==> src/rtl/led_band_pkg.sv <==
// Shared types and constants for the LED band scan sequencer.
package led_band_pkg;

   typedef enum logic [1:0] {
      ST_IDLE  = 2'd0,
      ST_SHIFT = 2'd1,
      ST_LATCH = 2'd2
   } scan_state_t;

   // Number of closing SCLK periods of the last row that carry LAT (LATGS).
   localparam int LATGS_LEN  = 3;
   localparam int LATCH_CLKS = 2;

   function automatic int gs_bits(input int bit_per_color, input int nb_0_lsb);
      return bit_per_color + nb_0_lsb;
   endfunction

endpackage

==> src/rtl/led_band_bit_counter.sv <==
// Nested row / color / grayscale-bit address counters for one band scan.
module led_band_bit_counter #(
   parameter int NB_LED_COLUMN = 32,
   parameter int GS_BITS       = 9,
   parameter int RW            = $clog2(NB_LED_COLUMN),
   parameter int BW            = $clog2(GS_BITS)
) (
   input  logic          clk,
   input  logic          rst,
   input  logic          load,
   input  logic          step,
   input  logic          clear,
   output logic [RW-1:0] row,
   output logic [1:0]    color,
   output logic [BW-1:0] bit_sel,
   output logic          last_bit,
   output logic          last_row
);

   assign last_bit = (color == 2'd2) && (bit_sel == '0);
   assign last_row = (row == RW'(NB_LED_COLUMN - 1));

   // Bits count down (MSB first), then colors, then rows.
   always_ff @(posedge clk or negedge rst) begin
      if (!rst) begin
         row     <= '0;
         color   <= '0;
         bit_sel <= '0;
      end else if (clear) begin
         row     <= '0;
         color   <= '0;
         bit_sel <= '0;
      end else if (load) begin
         row     <= '0;
         color   <= '0;
         bit_sel <= BW'(GS_BITS - 1);
      end else if (step) begin
         if (bit_sel != '0) begin
            bit_sel <= bit_sel - BW'(1);
         end else begin
            bit_sel <= BW'(GS_BITS - 1);
            if (color != 2'd2) begin
               color <= color + 2'd1;
            end else begin
               color <= 2'd0;
               row   <= row + RW'(1);
            end
         end
      end
   end

endmodule

==> src/rtl/led_band_scan_sequencer.sv <==
// Per-slice scan sequencer for a rotating LED band driver (SCLK/LAT plus read address).
// Optional LED_SEQ_OVERRUN_CNT_EN adds a saturating 16-bit dropped-tick counter output.
module led_band_scan_sequencer
   import led_band_pkg::*;
#(
   parameter int NB_LED_COLUMN = 32,
   parameter int BIT_PER_COLOR = 8,
   parameter int NB_0_LSB      = 1,
   parameter int NB_ANGLES     = 128,
   localparam int GS_BITS      = gs_bits(BIT_PER_COLOR, NB_0_LSB),
   localparam int AW           = $clog2(NB_ANGLES),
   localparam int RW           = $clog2(NB_LED_COLUMN),
   localparam int BW           = $clog2(GS_BITS)
) (
   input  logic          clk,
   input  logic          rst,
   input  logic          en,
   input  logic          angle_tick,
   input  logic          index,
   input  logic          swap_req,
   output logic          SCLK,
   output logic          LAT,
   output logic [AW-1:0] angle,
   output logic [RW-1:0] row,
   output logic [1:0]    color,
   output logic [BW-1:0] bit_sel,
   output logic          new_frame,
   output logic          busy,
   output logic          overrun,
   output logic [1:0]    state_dbg
`ifdef LED_SEQ_OVERRUN_CNT_EN
   ,
   output logic [15:0]   overrun_cnt
`endif
);

   // Handshake: angle_tick and swap_req are one-clk strobes with no back-pressure;
   // a tick is consumed when the FSM is IDLE with en=1, otherwise it waits in a
   // single-entry pending slot and any further tick is dropped and flagged.

   scan_state_t state, state_nxt;
   logic        phase;
   logic        lat_cnt;
   logic        tick_pend, tick_pend_idx, swap_pend;
   logic        start, use_idx, swap_now, tick_drop, in_latgs;
   logic        cnt_load, cnt_step, cnt_clear;
   logic        last_bit, last_row;
   logic [AW-1:0] angle_nxt;

   assign state_dbg = state;
   assign start     = (state == ST_IDLE) && en && (tick_pend || angle_tick);
   assign use_idx   = tick_pend ? tick_pend_idx : index;
   assign angle_nxt = (use_idx || (angle == AW'(NB_ANGLES - 1))) ? '0 : angle + AW'(1);
   assign swap_now  = swap_pend || swap_req;
   assign tick_drop = !start && angle_tick && tick_pend;
   assign in_latgs  = last_row && (color == 2'd2) && (bit_sel < BW'(LATGS_LEN));

   led_band_bit_counter #(
      .NB_LED_COLUMN (NB_LED_COLUMN),
      .GS_BITS       (GS_BITS),
      .RW            (RW),
      .BW            (BW)
   ) u_bit_counter (
      .clk      (clk),
      .rst      (rst),
      .load     (cnt_load),
      .step     (cnt_step),
      .clear    (cnt_clear),
      .row      (row),
      .color    (color),
      .bit_sel  (bit_sel),
      .last_bit (last_bit),
      .last_row (last_row)
   );

   always_ff @(posedge clk or negedge rst) begin
      if (!rst) state <= ST_IDLE;
      else      state <= state_nxt;
   end

   // Counters advance at the end of the SCLK-high phase so the new address is
   // presented a full clk before the next rise.
   always_comb begin
      state_nxt = state;
      SCLK      = 1'b0;
      LAT       = 1'b0;
      busy      = 1'b0;
      cnt_load  = 1'b0;
      cnt_step  = 1'b0;
      cnt_clear = 1'b0;
      case (state)
         ST_IDLE: begin
            if (start) begin
               state_nxt = ST_SHIFT;
               cnt_load  = 1'b1;
            end
         end
         ST_SHIFT: begin
            busy = 1'b1;
            SCLK = phase;
            LAT  = (last_bit && !last_row) || in_latgs;
            if (phase) begin
               if (last_bit && last_row) begin
                  cnt_clear = 1'b1;
                  state_nxt = ST_LATCH;
               end else begin
                  cnt_step = 1'b1;
               end
            end
         end
         ST_LATCH: begin
            busy = 1'b1;
            if (lat_cnt == 1'(LATCH_CLKS - 1)) state_nxt = ST_IDLE;
         end
         default: state_nxt = ST_IDLE;
      endcase
   end

   always_ff @(posedge clk or negedge rst) begin
      if (!rst) begin
         phase         <= 1'b0;
         lat_cnt       <= 1'b0;
         angle         <= AW'(NB_ANGLES - 1);
         tick_pend     <= 1'b0;
         tick_pend_idx <= 1'b0;
         swap_pend     <= 1'b0;
         new_frame     <= 1'b0;
         overrun       <= 1'b0;
      end else begin
         phase     <= (state == ST_SHIFT) ? ~phase : 1'b0;
         lat_cnt   <= (state == ST_LATCH) ? lat_cnt + 1'b1 : 1'b0;
         new_frame <= 1'b0;
         if (start) begin
            angle         <= angle_nxt;
            new_frame     <= (angle_nxt == '0) && swap_now;
            swap_pend     <= swap_now && (angle_nxt != '0);
            // A fresh tick alongside a consumed pending one takes the freed slot.
            tick_pend     <= tick_pend && angle_tick;
            tick_pend_idx <= index;
         end else begin
            if (swap_req) swap_pend <= 1'b1;
            if (angle_tick) begin
               if (tick_pend) begin
                  overrun <= 1'b1;
               end else begin
                  tick_pend     <= 1'b1;
                  tick_pend_idx <= index;
               end
            end
         end
      end
   end

`ifdef LED_SEQ_OVERRUN_CNT_EN
   always_ff @(posedge clk or negedge rst) begin
      if (!rst)                                  overrun_cnt <= '0;
      else if (tick_drop && overrun_cnt != '1)   overrun_cnt <= overrun_cnt + 16'd1;
   end
`else
   logic unused_drop;
   assign unused_drop = tick_drop;
`endif

endmodule

==> config.mk <==
export PLATFORM = sky130hd
export DESIGN_NAME = led_band_scan_sequencer
export DESIGN_NICKNAME = d
export VERILOG_FILES = /design/src/rtl/led_band_pkg.sv /design/src/rtl/led_band_bit_counter.sv /design/src/rtl/led_band_scan_sequencer.sv
export SDC_FILE = /design/constraint.sdc
export NUM_CORES = 1
export LEC_CHECK = 0
export ABC_AREA = 1
export BUFFER_PORTS_ARGS = -buffer_cell sky130_fd_sc_hd__buf_4
export CAP_MARGIN = 20
export CORE_UTILIZATION = 60
export CTS_BUF_LIST = sky130_fd_sc_hd__clkbuf_4
export DETAILED_ROUTE_END_ITERATION = 16
export GPL_TIMING_DRIVEN = 0
export PLACE_DENSITY = 0.87
export SLEW_MARGIN = 5
export SYNTH_ARGS = -nofsm -noshare
export SYNTH_HDL_FRONTEND = slang
export SYNTH_SLANG_ARGS = --single-unit
==> constraint.sdc <==
create_clock -name clk -period 3 [get_ports clk]
set_input_delay 0.45 -clock clk [delete_from_list [all_inputs] [get_ports clk]]
set_output_delay 0.45 -clock clk [all_outputs]
set_load 0.05 [all_outputs]
**Word level (Yosys, flattened, before mapping)**

Cells that the tools add are included.

- Magnitude comparators: 1
- $add $sub $neg: 5
- Muxes and demuxes: 41
- Divide/modulo/power cells: 0
- Shift operators: 0
- Reductions and logical operators: 28
- Multiply operators: 0
- Equal/unequal tests: 12
- Bitwise operators: 2

Operators by type and width:

| kind | number |
|---|---|
| two-way mux 5 bit | 5 |
| two-way mux 1 bit | 21 |
| two-way mux 2 bit | 9 |
| two-way mux 4 bit | 4 |
| logical AND 1 bit | 10 |
| inequality test 2 bit, second input constant | 5 |
| adder 7 x 1 -> 7 bit, second input constant | 1 |
| equality test 7 bit, second input constant | 1 |
| logical NOT 7 bit | 1 |
| two-way mux 7 bit | 1 |
| nonzero test 7 bit | 1 |
| inequality test 3 bit, second input constant | 2 |
| case mux 2 bit (3 select lines) | 1 |
| AND reduction 3 bit | 2 |
| adder 5 x 1 -> 5 bit, second input constant | 1 |
| equality test 5 bit, second input constant | 1 |
| equality test 2 bit, second input constant | 2 |
| logical NOT 4 bit | 1 |
| logical OR 1 bit | 4 |
| less-than comparator 4 x 2 -> 1 bit, second input constant | 1 |
| AND reduction 4 bit | 1 |
| nonzero test 2 bit | 2 |
| nonzero test 4 bit | 1 |
| subtractor 4 x 1 -> 4 bit, second input constant | 1 |
| 9 further kinds | 10 |

- Output and inout port bits: 25
- Register bits: 27
- Memories kept: 0
- Input bits: 6
- Word-level logic and storage cells: 101
- Bits in writable memories: 0
- Bits in latches: 0
- Memory bits (read-only): 0

**Logic depth before layout (Yosys ltp)**

- Depth after elaboration: 9
- Gate-level depth with buffers: 11
- Mapped depth without buffers: 11

**Hierarchy**

Synthesis repeated with hierarchy kept, for this count alone.

- Cell total of the unflattened synthesis: 208
- Area total of the unflattened synthesis: 1621.6 um^2

Modules (own cells, without submodules):

| module | area each (um^2) | sequential area each (um^2) | times used | cells each |
|---|---|---|---|---|
| led_band_scan_sequencer | 947.2 | 409.1 | 1 | 121 |
| led_band_bit_counter | 674.4 | 275.3 | 1 | 87 |

**Worst setup path before layout**

No wires, ideal clock.

- Path kind: register -> output
- Start: register u_bit_counter.row[0]
- End: output LAT
- Path slack: 0.408 ns
- Data arrival time: 2.142 ns
- Data required time: 2.550 ns
- Cell stages (with the launch flop): 7
- Path buffers: 0
- Cells stage by stage: dfrtp_1 -> ha_1 -> nand2_1 -> nor2_1 -> ha_1 -> nand4_1 -> a21oi_1

- Longest elaborated chain between the ends: 5
- Elaborated cells on any way between the ends: 7
- Classes of those cells: eq/ne (1); mux (1); reduce/logical (5)

Ends and longest elaborated chain:

| what | line | text |
|---|---|---|
| start, declared | led_band_bit_counter.sv:13 | `output logic [RW-1:0] row,` |
| start signal, assigned | led_band_bit_counter.sv:46 | `row <= row + RW'(1);` |
| equality test 5 bit * | led_band_bit_counter.sv:21 | `assign last_row = (row == RW'(NB_LED_COLUMN - 1));` |
| logical NOT 1 bit / logical AND 1 bit (equally long branches) | led_band_scan_sequencer.sv:101, led_band_scan_sequencer.sv:56 |  |
| logical AND 1 bit (on tied branches) | led_band_scan_sequencer.sv:101, led_band_scan_sequencer.sv:56 |  |
| logical OR 1 bit * | led_band_scan_sequencer.sv:101 | `LAT = (last_bit && !last_row) \|\| in_latgs;` |
| two-way mux 1 bit * | led_band_scan_sequencer.sv:91 | `case (state)` |
| end, declared | led_band_scan_sequencer.sv:22 | `output logic LAT,` |

Every way passes the cells marked *; elsewhere a longest branch is shown, timed or not.

**Worst setup path in the final report**

Ends and elaborated chain as after synthesis.

==> results.json <==
{
  "final_util": 0.7802,
  "ant_nets": 0,
  "synth.most_common_cell": "nand2_1",
  "cp_num_buf_inv": 2,
  "synth_cell_types": 27,
  "setup.worst_path.end_class": "primary output",
  "drt-total-wl_um": 3074,
  "portBuffers": 30,
  "cp_top_family": "adder cells",
  "start_util": 0.6515,
  "cts_resized": 0,
  "yosysSeqAreaShare": 0.4659,
  "r2r_end": "u_bit_counter.bit_sel[3]",
  "clock_latency_ps": 320,
  "arrival_ps": 1870,
  "whs_ps": 7.746,
  "route.detailed.drc": 0,
  "core_area_um2": 2255,
  "cts_num_sinks": 27,
  "maxCapViolCount": 0,
  "drive_gt1_frac": 0.2778,
  "dp.cells": 240,
  "min_period_ps": 2320,
  "cts_buffers": 3,
  "finalHoldViolations": 0,
  "cts_tree": "done",
  "io_pins": 31,
  "rsz0062_at_grt": "no",
  "wl_per_cell_um": 12.60,
  "rows": 17,
  "crit_required_ps": 2550,
  "r2r-start": "state_dbg[1]",
  "ir_drop_v": 0.0008193,
  "place_area_um2": 1729,
  "setup_viol": 0,
  "layout.nets": 230,
  "die_h_um": 51.48,
  "fin_cells": 244,
  "startpoint": "u_bit_counter.row[0]",
  "r2r_slack_ps": 1270,
  "worst_slack_ps": 679.8,
  "synth.top_cells.by_area": "dfrtp_1, nand2_1, dfstp_2",
  "antenna_found_initial": 0,
  "grt_pass1_wl_um": 5319,
  "worstSetupPathType": "register to primary output",
  "viasPerCell": 5.332,
  "p_leak_nw": 0.9048,
  "path_clk_slew_ps": 140,
  "post-place-ws_ps": 1067,
  "ys_seq_elements": 27,
  "grt_pass1_vias": 1260,
  "gp_congestion": 0.7946,
  "die_w_um": 51.48,
  "syn_area_um2": 1469,
  "synthArstFlopShare": 1.000,
  "worst_slew_pin_slew_ps": 344.3,
  "yosys_warnings": 0,
  "area_delta_synth_final_pct": 19.76,
  "root_buffer": "clkbuf_4",
  "status": "finished clean",
  "grt-ovfl-total": 0,
  "crit_chain": "ha_1, nand2_1, nor2_1, ha_1, inv_1, nand2_1, a21oi_1, buf_4",
  "critPathSlowestCell": "dfrtp_1",
  "dp_hpwl_um": 2322,
  "fin_crit_sh": 0.7734,
  "cp_slowest_stage_delay_ps": 440,
  "synthTopCellsByCount": "nand2_1, inv_1, dfrtp_1",
  "synth-edff-count": 0,
  "worst_r2r_path_depth": 10,
  "dieArea_um2": 2650,
  "crit_path_max_fanout": 5,
  "drv_slew": 0,
  "synth.avg_cell_area_um2": 8.071,
  "critical_path_depth": 8,
  "htreeDepth": 1,
  "antennaDiodeCount": 0,
  "syn_inst": 182,
  "drt-initial-drc-count": 27,
  "synth_nets": 195,
  "final_cell_area_um2": 1759,
  "first_pass_iters": 4,
  "dr_total_vias": 1301,
  "synthFlopType": "dfrtp_1",
  "min_path_type": "input pin to async pin",
  "grt_start_max_net_pins": 28,
  "clk_path_buf_depth": 2,
  "power.density_nw_per_um2": 1009,
  "slew_headroom": 0.7704,
  "fin_tns_setup_ps": 0,
  "fin_total_pwr_mw": 1.776,
  "finClkSkew_ps": 6.132,
  "crit_path_start_kind": "register",
  "synth_top_area_cell": "dfrtp_1",
  "cts_hold_buffers": 0,
  "yosys.area.top_type_share": 0.3407,
  "post-cts-setup-buffers": 0,
  "max_freq_mhz": 431.0,
  "grt_use_total": 0.2716
}
## where the power goes
| group | internal (mW) | switching (mW) | leakage, nW | total [mW] |
|---|---|---|---|---|
| sequential | 0.496 | 0.111 | 0.324 | 0.607 |
| clock | 0.0611 | 0.104 | 0.0184 | 0.165 |
| combinational | 0.298 | 0.706 | 0.563 | 1.00 |
| total | 0.855 | 0.921 | 0.905 | 1.78 |
## registers in the layout, indices dropped and copies added, names as in the netlist
register	cells
angle	7
u_bit_counter.row	5
u_bit_counter.bit_sel	4
state_dbg	2
u_bit_counter.color	2
lat_cnt	1
new_frame	1
overrun	1
phase	1
swap_pend	1
tick_pend	1
tick_pend_idx	1
## final cells by class
| class | instances | area (um^2) |
|---|---|---|
| inverter | 26 | 97.59 |
| fill | 165 | 495.5 |
| multi-input combinational | 128 | 681.9 |
| timing repair buffer | 30 | 225.2 |
| sequential | 27 | 684.4 |
| buffer | 1 | 5.005 |
| clock buffer | 4 | 30.03 |
| tap | 28 | 35.03 |
## cell families after synthesis
group | count (synthesis) | synth area share
xor gates and xnor gates | 2 | 0.01193
buffers and inverters | 27 | 0.06984
DFF | 27 | 0.4659
and+or+nand+nor | 90 | 0.2777
adders and majority gates | 7 | 0.05962
AOI/OAI and AO/OA | 29 | 0.1150
## how the worst max path moves through the flow
| stage | slack [ps] | endpoint |
|---|---|---|
| after floorplan | 410 | LAT |
| final | 680 | LAT |
| after global routing | 550 | LAT |
| after detailed placement | 1070 | LAT |
| after CTS | 680 | LAT |
| after global placement | 1100 | LAT |
## routing by layer
metal,track usage,up-vias,share of wire
met5,0,-,0
met1,0.3074,609,0.42
met4,0.09459,0,0.012
met3,0.04762,4,0.034
met2,0.5043,35,0.53
li1,-,653,-
## placed cells by master (no fill, tap or decap)
| cell type | count |
|---|---|
| nor2_2 | 6 |
| o21ai_1 | 2 |
| or2_4 | 1 |
| nor2_4 | 1 |
| xor2_1 | 2 |
| o21ai_0 | 13 |
| nand2_1 | 50 |
| ha_1 | 7 |
| dfrtp_1 | 20 |
| nor3b_1 | 1 |
| o21ai_2 | 2 |
| nand2_2 | 2 |
| a21oi_1 | 6 |
| inv_1 | 22 |
| buf_4 | 30 |
| o21a_1 | 1 |
| dfstp_2 | 7 |
| nand4_1 | 6 |
| o211ai_1 | 1 |
| a21oi_2 | 1 |
| nor2_1 | 12 |
| o31ai_1 | 2 |
| buf_2 | 1 |
| inv_2 | 4 |
| nand3_2 | 1 |
| clkbuf_4 | 4 |
| nor3_1 | 1 |
| nand3_1 | 9 |
| o21bai_1 | 1 |
(Power assumes the default switching activity.)
